--- config.mk ---
export PLATFORM = sky130hd
export DESIGN_NAME = scoring_graded
export DESIGN_NICKNAME = d
export VERILOG_FILES = /design/src/rtl/scoring_graded.sv
export SDC_FILE = /design/constraint.sdc
export NUM_CORES = 1
export LEC_CHECK = 0
export CAP_MARGIN = 20
export CORE_MARGIN = 2
export CORE_UTILIZATION = 25
export DETAILED_ROUTE_END_ITERATION = 12
export SLEW_MARGIN = 20
export SYNTH_ARGS = -nofsm -noshare
export SYNTH_HDL_FRONTEND = slang
export SYNTH_SLANG_ARGS = --single-unit
--- constraint.sdc ---
create_clock -name clk -period 3 [get_ports clk]
set_input_delay 0.75 -clock clk [delete_from_list [all_inputs] [get_ports clk]]
set_output_delay 0.75 -clock clk [all_outputs]
set_load 0.01 [all_outputs]
--- src/rtl/scoring_graded.sv ---
// Graded beat scorer: judges each step per lane as PERFECT/GOOD/MISS and keeps
// a saturating score with a combo multiplier, plus current and best combo.
module scoring_graded #(
    parameter int unsigned LANES        = 4,
    parameter int unsigned SCORE_W      = 16,
    parameter int unsigned COMBO_W      = 8,
    parameter int unsigned TIME_W       = 24,
    parameter int unsigned PERFECT_WIN  = 2500000,
    parameter int unsigned GOOD_WIN     = 7500000,
    parameter int unsigned PERFECT_PTS  = 2,
    parameter int unsigned GOOD_PTS     = 1,
    parameter int unsigned COMBO_THRESH = 10
) (
    input  logic               clk,
    input  logic               reset,
    input  logic [LANES-1:0]   step,
    input  logic               beat_en,
    input  logic               window_close,
    input  logic [LANES-1:0]   button,
    output logic [SCORE_W-1:0] score,
    output logic [COMBO_W-1:0] combo,
    output logic [COMBO_W-1:0] max_combo,
    output logic               judge_valid,
    output logic [1:0]         judge,
    output logic               green_led,
    output logic               red_led
);

    localparam int unsigned SW2 = SCORE_W + 2;
    localparam logic [TIME_W-1:0]  L_PERF_WIN = TIME_W'(PERFECT_WIN);
    localparam logic [TIME_W-1:0]  L_GOOD_WIN = TIME_W'(GOOD_WIN);
    localparam logic [COMBO_W-1:0] L_THRESH   = COMBO_W'(COMBO_THRESH);
    localparam logic [SW2-1:0]     L_SCORE_MAX = {2'b00, {SCORE_W{1'b1}}};

    typedef enum logic [1:0] {
        S_IDLE  = 2'd0,
        S_OPEN  = 2'd1,
        S_JUDGE = 2'd2
    } state_t;

    state_t             r_state;
    state_t             w_state_nxt;
    logic               w_open;
    logic               w_fire;

    logic [LANES-1:0]   r_prev;
    logic [LANES-1:0]   w_press;
    logic [LANES-1:0]   w_first;

    logic [LANES-1:0]   r_step_q;
    logic [LANES-1:0]   r_hit;
    logic               r_wrong;
    logic               r_late;
    logic               r_good_only;
    logic [TIME_W-1:0]  r_timer;

    logic               w_miss;
    logic [1:0]         w_grade;
    logic [SW2-1:0]     w_pts;
    logic [SW2-1:0]     w_sum;
    logic [SCORE_W-1:0] w_score_nxt;
    logic [COMBO_W-1:0] w_combo_nxt;
    logic [COMBO_W-1:0] w_max_nxt;

    logic [SCORE_W-1:0] r_score;
    logic [COMBO_W-1:0] r_combo;
    logic [COMBO_W-1:0] r_max_combo;
    logic               r_valid;
    logic [1:0]         r_judge;
    logic               r_green;
    logic               r_red;

    assign w_press = button & ~r_prev;
    assign w_first = w_press & r_step_q & ~r_hit;

    // State register
    always_ff @(posedge clk) begin
        if (!reset) r_state <= S_IDLE;
        else        r_state <= w_state_nxt;
    end

    // Next state plus window-open and judgement strobes
    always_comb begin
        w_state_nxt = r_state;
        w_open      = 1'b0;
        w_fire      = 1'b0;
        case (r_state)
            S_IDLE: begin
                if (beat_en) begin
                    w_state_nxt = S_OPEN;
                    w_open      = 1'b1;
                end
            end
            S_OPEN: begin
                if (window_close) w_state_nxt = S_JUDGE;
            end
            S_JUDGE: begin
                w_state_nxt = S_IDLE;
                w_fire      = |r_step_q;
            end
            default: w_state_nxt = S_IDLE;
        endcase
    end

    // Button history; reset loads the live level so a held button is not a press
    always_ff @(posedge clk) begin
        r_prev <= button;
    end

    // Window capture: timer and per-lane hit/wrong/timing flags
    always_ff @(posedge clk) begin
        if (!reset) begin
            r_step_q    <= '0;
            r_hit       <= '0;
            r_wrong     <= 1'b0;
            r_late      <= 1'b0;
            r_good_only <= 1'b0;
            r_timer     <= '0;
        end else if (w_open) begin
            r_step_q    <= step;
            r_hit       <= '0;
            r_wrong     <= 1'b0;
            r_late      <= 1'b0;
            r_good_only <= 1'b0;
            r_timer     <= '0;
        end else if (r_state == S_OPEN) begin
            if (r_timer != '1) r_timer <= r_timer + TIME_W'(1);
            if (|w_first) begin
                r_hit <= r_hit | w_first;
                if (r_timer > L_GOOD_WIN)      r_late      <= 1'b1;
                else if (r_timer > L_PERF_WIN) r_good_only <= 1'b1;
            end
            if (|(w_press & ~r_step_q)) r_wrong <= 1'b1;
        end
    end

    // Grade, points with combo doubling, and saturating next score/combo
    always_comb begin
        w_miss      = (r_hit != r_step_q) | r_wrong | r_late;
        w_grade     = 2'b11;
        w_pts       = SW2'(PERFECT_PTS);
        w_sum       = '0;
        w_score_nxt = r_score;
        w_combo_nxt = r_combo;
        w_max_nxt   = r_max_combo;
        if (w_miss) begin
            w_grade = 2'b01;
            w_pts   = '0;
        end else if (r_good_only) begin
            w_grade = 2'b10;
            w_pts   = SW2'(GOOD_PTS);
        end
        if (r_combo >= L_THRESH) w_pts = w_pts << 1;
        w_sum       = {2'b00, r_score} + w_pts;
        w_score_nxt = (w_sum > L_SCORE_MAX) ? {SCORE_W{1'b1}} : w_sum[SCORE_W-1:0];
        if (w_miss)              w_combo_nxt = '0;
        else if (r_combo != '1)  w_combo_nxt = r_combo + COMBO_W'(1);
        w_max_nxt = (w_combo_nxt > r_max_combo) ? w_combo_nxt : r_max_combo;
    end

    // Registered outputs: update on the edge ending JUDGE; LEDs clear on window open
    always_ff @(posedge clk) begin
        if (!reset) begin
            r_score     <= '0;
            r_combo     <= '0;
            r_max_combo <= '0;
            r_valid     <= 1'b0;
            r_judge     <= 2'b00;
            r_green     <= 1'b0;
            r_red       <= 1'b0;
        end else begin
            r_valid <= w_fire;
            if (w_fire) begin
                r_score     <= w_score_nxt;
                r_combo     <= w_combo_nxt;
                r_max_combo <= w_max_nxt;
                r_judge     <= w_grade;
                r_green     <= ~w_miss;
                r_red       <= w_miss;
            end else if (w_open) begin
                r_green <= 1'b0;
                r_red   <= 1'b0;
            end
        end
    end

    assign score       = r_score;
    assign combo       = r_combo;
    assign max_combo   = r_max_combo;
    assign judge_valid = r_valid;
    assign judge       = r_judge;
    assign green_led   = r_green;
    assign red_led     = r_red;

endmodule

==> results.txt, run 1 <==
CTS H-tree lvls - 3
Post-Synth Adder-Cell Area - 5.10%
Worst EP arrival - 3.22 ns
Post-synth EDFFs - 0
vias in the first global route - 3512
core area - 15900 um2
initial antenna violation count - 0
area delta synth->final - 33.8%
drt pass-1 iters - 4
simple-gate share of the synthesized area - 28.7%
Synth Flop Type - dfxtp_1
CP max FO - 6
Starting Density - 25.6%
post-synthesis cell area - 4070 um2
clock share of power - 50.2%
VDD IR-drop max - 0.261 mV
die area - 17300 um2
CTS Root Buffer Type - clkbuf_16
Unique masters post-synth - 60
fin area - 5450 um2
syn nets - 503
total CTS buffers - 9
placed cell area - 4960 um2
worst slew pin tran - 0.761 ns
Final nets - 578
Synth Area in Compound Gates - 13.1%
Synth Instances - 475
Ports - 49
asr flop ratio synth - 0%
Seq/Total Area, Yosys - 38.3%
CP Launch Type - flip-flop
Pleak - 2.05 nW
Worst setup EP type - flip-flop
cell internal pwr - 0.00191 W
RePlAce Congestion - 0.864
main combinational cell family by area after synthesis - simple AND/OR/NAND/NOR gates
endpoints failing hold - 0
via count - 3649
sequential power share - 43.5%
post-synthesis mux area share - 2.70%
Detail Placement HPWL - 7550 um
Final Skew - 0.00770 ns
CP max stage cell - or4_4
pin count of the biggest net entering global routing - 28
buffers added on ports - 48
wirelength, routed - 10600 um
worst hold margin - 0.493 ns
Max-Cap Viols - 0
Slowest Stage Delay on Critical Path - 0.53 ns
# DRC - 0
status - complete, no violations
total global-route track usage - 12.4%
Synth Area in XOR/XNOR - 7.74%
cts hold-fix bufs - 0
antenna cells - 0
Routed WL per cell - 13.8 um
critical path cell sequence - inv_1 > ha_2 > or3_4 > a21oi_4 > buf_6 > xnor2_1 > nor2_1 > inv_1 > fa_2 > inv_2 > a21oi_2 > or4_4 > buf_4 > o22ai_1
Max Slew Vio Count - 0
Sink Count - 78
Iter 0 DRT Violations - 139
first-pass GRT wire length - 17600 um
clk_lat worst skew - 0.34 ns
Yosys reg bits - 78
RSZ-0062 raised after global routing - yes
Logic pwr share - 6.3%
Setup CP Type - flip-flop to flip-flop
Post-Syn Area per Cell - 8.57 um2
gr ovfl total - 0
P_sw - 0.000528 W
Worst Setup Slack, final - 0.0356 ns
synth warn - 0
# fillers - 1660
Pwr Total - 0.00244 W
Top delay family on crit path - simple AND/OR/NAND/NOR gates
hold crit path type - flip-flop to flip-flop
worst path required time - 3.25 ns
Slew Limit Headroom - 49.2%
crit path time final - 2.96 ns
TritonCTS clock tree - built
drt via density - 4.73
register area - 1560 um2
Multi-input gate area - 2420 um2
switching share of power - 21.6%
Setup-failing EPs final - 0
Max Fclk - 337 MHz
layout cell share with drive strength beyond 1 - 15.5%
period utilization - 98.8%
Clk pin slew, worst setup/hold paths - 0.06 ns
Clock Path Buffers - 2
die height - 132 um
row cnt - 46
critical path buffer and inverter count - 5
antenna-violating nets left - 0
r2r setup slk - 0.04 ns
Die X - 132 um
PD cells - 448 nW/um2
Setup WS pre-CTS - -0.0639 ns
setup TNS - 0 ns
cell mode on critical path - inv_1
[final cells by class]
class	instances	share of cell area (%)
Timing Repair Buffer	83	14.3
Clock buffer	13	4.96
Multi-Input combinational cell	357	44.5
Clock inverter	3	1.19
Tap cell	216	4.96
Inverter	21	1.45
Sequential cell	78	28.7
[cell usage after synthesis, types with 8 or more instances]
| cell | count | area, um2 |
|---|---|---|
| mux2i_1 | 11 | 110 |
| a31oi_1 | 8 | 50.1 |
| xnor2_1 | 21 | 184 |
| nor3_1 | 12 | 60.1 |
| nand3_1 | 18 | 90.1 |
| xor2_1 | 15 | 131 |
| a21oi_1 | 25 | 125 |
| o22ai_1 | 8 | 50.1 |
| ha_1 | 15 | 188 |
| o21ai_0 | 12 | 60.1 |
| nor2_1 | 65 | 244 |
| and3_1 | 8 | 50.1 |
| nand4_1 | 13 | 81.3 |
| nor4_1 | 8 | 50.1 |
| nand2_1 | 31 | 116 |
| inv_1 | 20 | 75.1 |
| dfxtp_1 | 78 | 1560 |
[flip-flops by register name (all words and copies together) (netlist names)]
signal and cells:
r_state 2, r_hit 4, red_led 1, r_late 1
green_led 1, judge_valid 1, max_combo 8, r_wrong 1
r_good_only 1, r_step_q 4, judge 2, score 16
r_timer 24, r_prev 4, combo 8
[per-layer routing]
layer  track usage (%)  vias up  wire [um]
li1                  -     1844          -
met1              16.3     1713       5080
met2              20.1       81       5030
met3              3.20       11        419
met4              3.62        0        119
met5                 0        -          0
[path summary, 6_finish.rpt]
path                       end         start  cells past startpoint
setup / recovery     score[10]      combo[0]                     14
hold / removal    max_combo[0]  max_combo[0]                      2
setup reg to reg     score[10]      combo[0]                     14
hold reg to reg   max_combo[0]  max_combo[0]                      2
[kinds of logic after synthesis]
family | count (synthesis)
simple gates | 212
xor+xnor | 36
flops | 78
buf+inv | 40
fa+ha+maj | 16
mux | 11
compound gates | 82
[worst min-delay path, delay by kind of cell, from the launching register on]
kind	cells	cell delay, ns
AO/OA/AOI/OAI	1	0.06
AND/OR/NAND/NOR	1	0.06
flip-flops	1	0.32
[power by group through the flow]
stage / Combinational (W) / Clock [W] / Sequential, W
final: 0.000155 / 0.00122 / 0.00106
after global routing: 0.000171 / 0.00130 / 0.00106
after CTS: 0.000148 / 0.00126 / 0.00106
after detailed placement: 0.000148 / 0 / 0.00108
after global placement: 0.000145 / 0 / 0.00108
after floorplan: 0.0000890 / 0 / 0.00108
[placed cells by master, fill, tap and decap left out, types with 4 or more instances in the layout]
cell type and n:
nand3_1 18, inv_1 19, a31oi_1 8, nor3_1 11, a21o_1 4, clkdlybuf4s50_1 48
clkbuf_16 10, o21ai_0 11, nand4_1 13, nor2_1 65, buf_4 32, and4_1 5
o21ai_1 4, xnor2_1 21, xor2_1 15, nor4_1 8, o22ai_1 7, nand2_1 31
dfxtp_1 77, mux2i_1 11, or3_1 5, nand3b_1 5, a21oi_1 23, nand2b_1 4
ha_1 12, o21a_1 7, nor3b_1 6, and3_1 5
[timing repair]
action	4_1_cts	5_1_grt
endpoints found under the setup margin	21	23
cloned	0	1
pin swaps	3	13
setup buffers	1	4
gates resized for setup	3	20
[through the flow]
step           std cells  util (%)
4_1_cts              766      33.4
3_3_place_gp         749      31.2
6_report             771      34.3
5_1_grt              771      34.3
2_1_floorplan        475         -
3_5_place_dp         749      31.2
No activity file was read; power rests on OpenSTA's default activity.
==> inputs of run 2 (changes only) <==
- CORE_ASPECT_RATIO: default -> 1.25
- GPL_ROUTABILITY_DRIVEN: default -> 0
- PLACE_DENSITY: default -> 0.53
==> results.txt, run 2 (synthesized netlist as in run 1, its figures left out) <==
Pleak - 2.07 nW
most frequent cells in the layout - dfxtp_1, nor2_1, clkdlybuf4s50_1
Iter 0 DRT Violations - 131
# fillers - 1654
worst slew pin tran - 0.749 ns
Slowest Stage Delay on Critical Path - 0.55 ns
Max Slew Vio Count - 0
TritonCTS clock tree - built
Detail Placement HPWL - 7890 um
Clk pin slew, worst setup/hold paths - 0.06 ns
Slew Limit Headroom - 50.1%
die height - 147 um
PD cells - 415 nW/um2
Sink Count - 78
core area - 16100 um2
total CTS buffers - 9
buffers added on ports - 48
commonest non-fill, non-tap cell in the layout - dfxtp_1
Max-Cap Viols - 0
Setup CP Type - flip-flop to flip-flop
antenna cells - 0
gr busiest metal - met2
area delta synth->final - 34.1%
first-pass GRT wire length - 17800 um
critical path cell sequence - inv_2 > ha_2 > or3_4 > a21oi_4 > and3_4 > ha_4 > inv_2 > fa_2 > inv_2 > a21oi_4 > or4_4 > buf_6 > o22ai_1
max FFs per register - 24
CTS H-tree lvls - 3
Final Skew - 0.00849 ns
routing usage on met3 - 2.29%
clk_lat worst skew - 0.34 ns
VDD IR-drop max - 0.201 mV
Ports - 49
via count - 3674
fin area - 5460 um2
period utilization - 98.9%
hold crit path type - flip-flop to flip-flop
critical path buffer and inverter count - 4
initial antenna violation count - 0
antenna-violating nets left - 0
CP max FO - 7
placed cell area - 4970 um2
status - complete, no violations
row cnt - 52
cell mode on critical path - inv_2
CTS Root Buffer Type - clkbuf_16
GR Util met1 - 15.2%
# DRC - 0
crit path time final - 2.97 ns
Routed WL per cell - 14.3 um
drt pass-1 iters - 4
Top delay family on crit path - simple AND/OR/NAND/NOR gates
Top reg by flops - r_timer
Worst EP arrival - 3.22 ns
gr ovfl total - 0
RSZ-0062 raised after global routing - yes
die area - 17300 um2
CP Launch Type - flip-flop
wirelength, routed - 11000 um
Max Fclk - 337 MHz
CP max stage cell - or4_4
met2 usage - 22.2%
layout cell share with drive strength beyond 1 - 17.9%
Worst setup EP type - flip-flop
worst hold margin - 0.495 ns
Starting Density - 25.3%
drt via density - 4.75
worst path required time - 3.25 ns
endpoints failing hold - 0
total global-route track usage - 12.6%
pin count of the biggest net entering global routing - 28
Final nets - 583
Die X - 118 um
vias in the first global route - 3542
Clock Path Buffers - 2
Setup-failing EPs final - 0
[run 2: cell count changes in the layout (fill, tap and decap cells not counted), moves of 3 or more]
cell | before | now
nor3_2 | 3 | 7
buf_4 | 32 | 35
o22ai_2 | 1 | 4
o22ai_1 | 7 | 4
inv_1 | 19 | 16
inv_2 | 2 | 5
[run 2: metrics by stage]
step / cells / setup WS (ns) / power [W] / setup TNS (ns) / util (%)
after global placement: 751 / 0.0621 / 0.00123 / 0 / 30.9
after detailed placement: 751 / -0.0518 / 0.00124 / -0.0849 / 30.9
after CTS: 766 / 0.0337 / 0.00227 / 0 / 32.7
after global routing: 774 / -0.0433 / 0.00235 / -0.281 / 34.0
final: 774 / 0.0338 / 0.00227 / 0 / 34.0
after floorplan: 475 / 0.00833 / 0.00117 / 0 / -
[run 2: worst reg2reg max path, stage by stage (launching register included)]
cell and delay [ns]:
dfxtp_2 0.34, inv_2 0.04, ha_2 0.18, or3_4 0.40, a21oi_4 0.19, and3_4 0.22
ha_4 0.13, inv_2 0.04, fa_2 0.36, inv_2 0.08, a21oi_4 0.05, or4_4 0.55
buf_6 0.17, o22ai_1 0.16
[run 2: final cells by class]
class                   instances  area (um2)  share of cell area [%]
multi-input cells             357        2470                    45.2
flip-flops and latches         78        1560                    28.6
repair buffers                 88         802                    14.7
clock buffers                  13         270                    4.95
well taps                     216         270                    4.95
inverters                      21        78.8                    1.44
clock inverters                 1        5.00                  0.0916
[run 2: path summary, 6_finish.rpt]
kind	from	to	slack, ns	depth (start not counted)
max	combo[0]	score[11]	0.03	13
min	max_combo[0]	max_combo[0]	0.50	2
max reg2reg	combo[0]	score[11]	0.03	13
min reg2reg	max_combo[0]	max_combo[0]	0.50	2
[run 2: repair_timing]
action | CTS | global route
pin swaps | 3 | 11
hold buffers | 0 | 0
setup buffers | 1 | 8
resized for setup | 1 | 36
endpoints found under the setup margin | 13 | 23
endpoints found under the hold margin | 0 | 0
[run 2: routing by layer]
| metal | share of wire, % | routed length, um | vias up |
|---|---|---|---|
| li1 | - | - | 1846 |
| met1 | 44 | 4880 | 1744 |
| met2 | 51 | 5650 | 72 |
| met3 | 3.0 | 336 | 12 |
| met4 | 1.5 | 165 | 0 |
| met5 | 0 | 0 | - |
[run 2: where the power goes]
group,internal [W],switching (W)
registers,0.00105,0.0000107
logic,0.0000767,0.0000956
clock network,0.000618,0.000417
total,0.00174,0.000523
==> inputs of run 3 (changes only) <==
- PLACE_DENSITY: 0.53 -> 0.51
- clock period: 3 -> 3.7 ns (I/O delays scaled with it)
==> results.txt, run 3 (synthesized netlist as in run 1, its figures left out) <==
endpoints failing hold - 0
register area - 1560 um2
cts hold-fix bufs - 0
post_cts resized - 0
max FFs per register - 24
Max Slew Vio Count - 0
# DRC - 0
Max-Cap Viols - 0
Clock Path Buffers - 2
Starting Density - 25.3%
crit path time final - 3.40 ns
first-pass GRT wire length - 17500 um
PD cells - 384 nW/um2
die height - 147 um
# fillers - 1713
Multi-input gate area - 2330 um2
setup TNS - 0 ns
most frequent cells in the layout - dfxtp_1, nor2_1, clkdlybuf4s50_1
total global-route track usage - 12.3%
clk_lat worst skew - 0.34 ns
VDD IR-drop max - 0.239 mV
Detail Placement HPWL - 7430 um
Top reg by flops - r_timer
Sink Count - 78
die area - 17300 um2
core area - 16100 um2
Worst setup EP type - flip-flop
gr ovfl total - 0
Final Skew - 0.0104 ns
Slowest Stage Delay on Critical Path - 0.60 ns
antenna cells - 0
Worst EP arrival - 3.67 ns
Setup-failing EPs final - 0
CTS H-tree lvls - 3
period utilization - 91.9%
commonest non-fill, non-tap cell in the layout - dfxtp_1
drt via density - 4.78
total CTS buffers - 9
worst slew pin tran - 0.755 ns
row cnt - 52
Ports - 49
Pleak - 1.89 nW
cell mode on critical path - inv_1
initial antenna violation count - 0
layout cell share with drive strength beyond 1 - 7.62%
CP max stage cell - or4_4
area delta synth->final - 25.1%
Final nets - 548
critical path cell sequence - inv_1 > ha_1 > or3_1 > a21oi_1 > and3_1 > ha_1 > inv_1 > fa_1 > inv_1 > a21oi_1 > or4_4 > and4_1 > nor3_2
Iter 0 DRT Violations - 125
Slew Limit Headroom - 49.7%
drt pass-1 iters - 4
RSZ-0062 raised after global routing - no
Max Fclk - 294 MHz
Clk pin slew, worst setup/hold paths - 0.07 ns
status - complete, no violations
post-CTS setup buffers - 0
buffers added on ports - 48
Setup CP Type - flip-flop to flip-flop
wirelength, routed - 10300 um
antenna-violating nets left - 0
worst path required time - 3.97 ns
pin count of the biggest net entering global routing - 28
via count - 3541
Die X - 118 um
CP max FO - 13
CP Launch Type - flip-flop
Routed WL per cell - 13.8 um
TritonCTS clock tree - built
CTS Root Buffer Type - clkbuf_16
Pwr Total - 0.00196 W
hold crit path type - flip-flop to flip-flop
vias in the first global route - 3605
## run 3: where the power goes
group          switching, W  internal (W)
clock              0.000370      0.000614
combinational     0.0000663     0.0000467
sequential        0.0000109      0.000850
## run 3: per-stage QoR
stage / hold slack, ns / setup slack (ns) / std cells / utilization, % / cell area, um2
2_1_floorplan: 0.438 / 0.667 / 475 / - / 4070
3_3_place_gp: 0.452 / 0.459 / 725 / 29.6 / 4760
3_5_place_dp: 0.466 / 0.323 / 725 / 29.6 / 4760
4_1_cts: 0.480 / 0.285 / 741 / 31.7 / 5090
5_1_grt: 0.508 / 0.126 / 741 / 31.7 / 5090
6_report: 0.471 / 0.299 / 741 / 31.7 / 5090
## run 3: worst max-delay path: cells and delay by family, from the launching register on
family / cells / cell delay, ns
compound gates: 2 / 0.41
fa+ha+maj: 3 / 0.76
simple gates: 5 / 1.50
flops: 1 / 0.43
buf+inv: 3 / 0.23
## run 3: final timing paths
check             startpoint  endpoint  slack, ns  cells past startpoint
hold reg to reg       r_late    r_late       0.47                      2
setup / recovery    combo[0]  score[4]       0.30                     13
hold / removal        r_late    r_late       0.47                      2
setup reg to reg    combo[0]  score[4]       0.30                     13
## run 3: final cells by class
| cell class | count | area share [%] |
|---|---|---|
| Clock inverter | 6 | 1.84 |
| Timing Repair Buffer | 53 | 10.2 |
| Sequential cell | 78 | 30.6 |
| Inverter | 21 | 1.55 |
| Clock buffer | 10 | 4.69 |
| Tap cell | 216 | 5.30 |
| Multi-Input combinational cell | 357 | 45.8 |
## run 3: per-layer routing
layer | global-route usage (%) | part of all wire (%)
met2 | 21.7 | 51
met5 | 0 | 0
met3 | 2.83 | 4.3
met1 | 14.4 | 43
met4 | 4.82 | 2.0
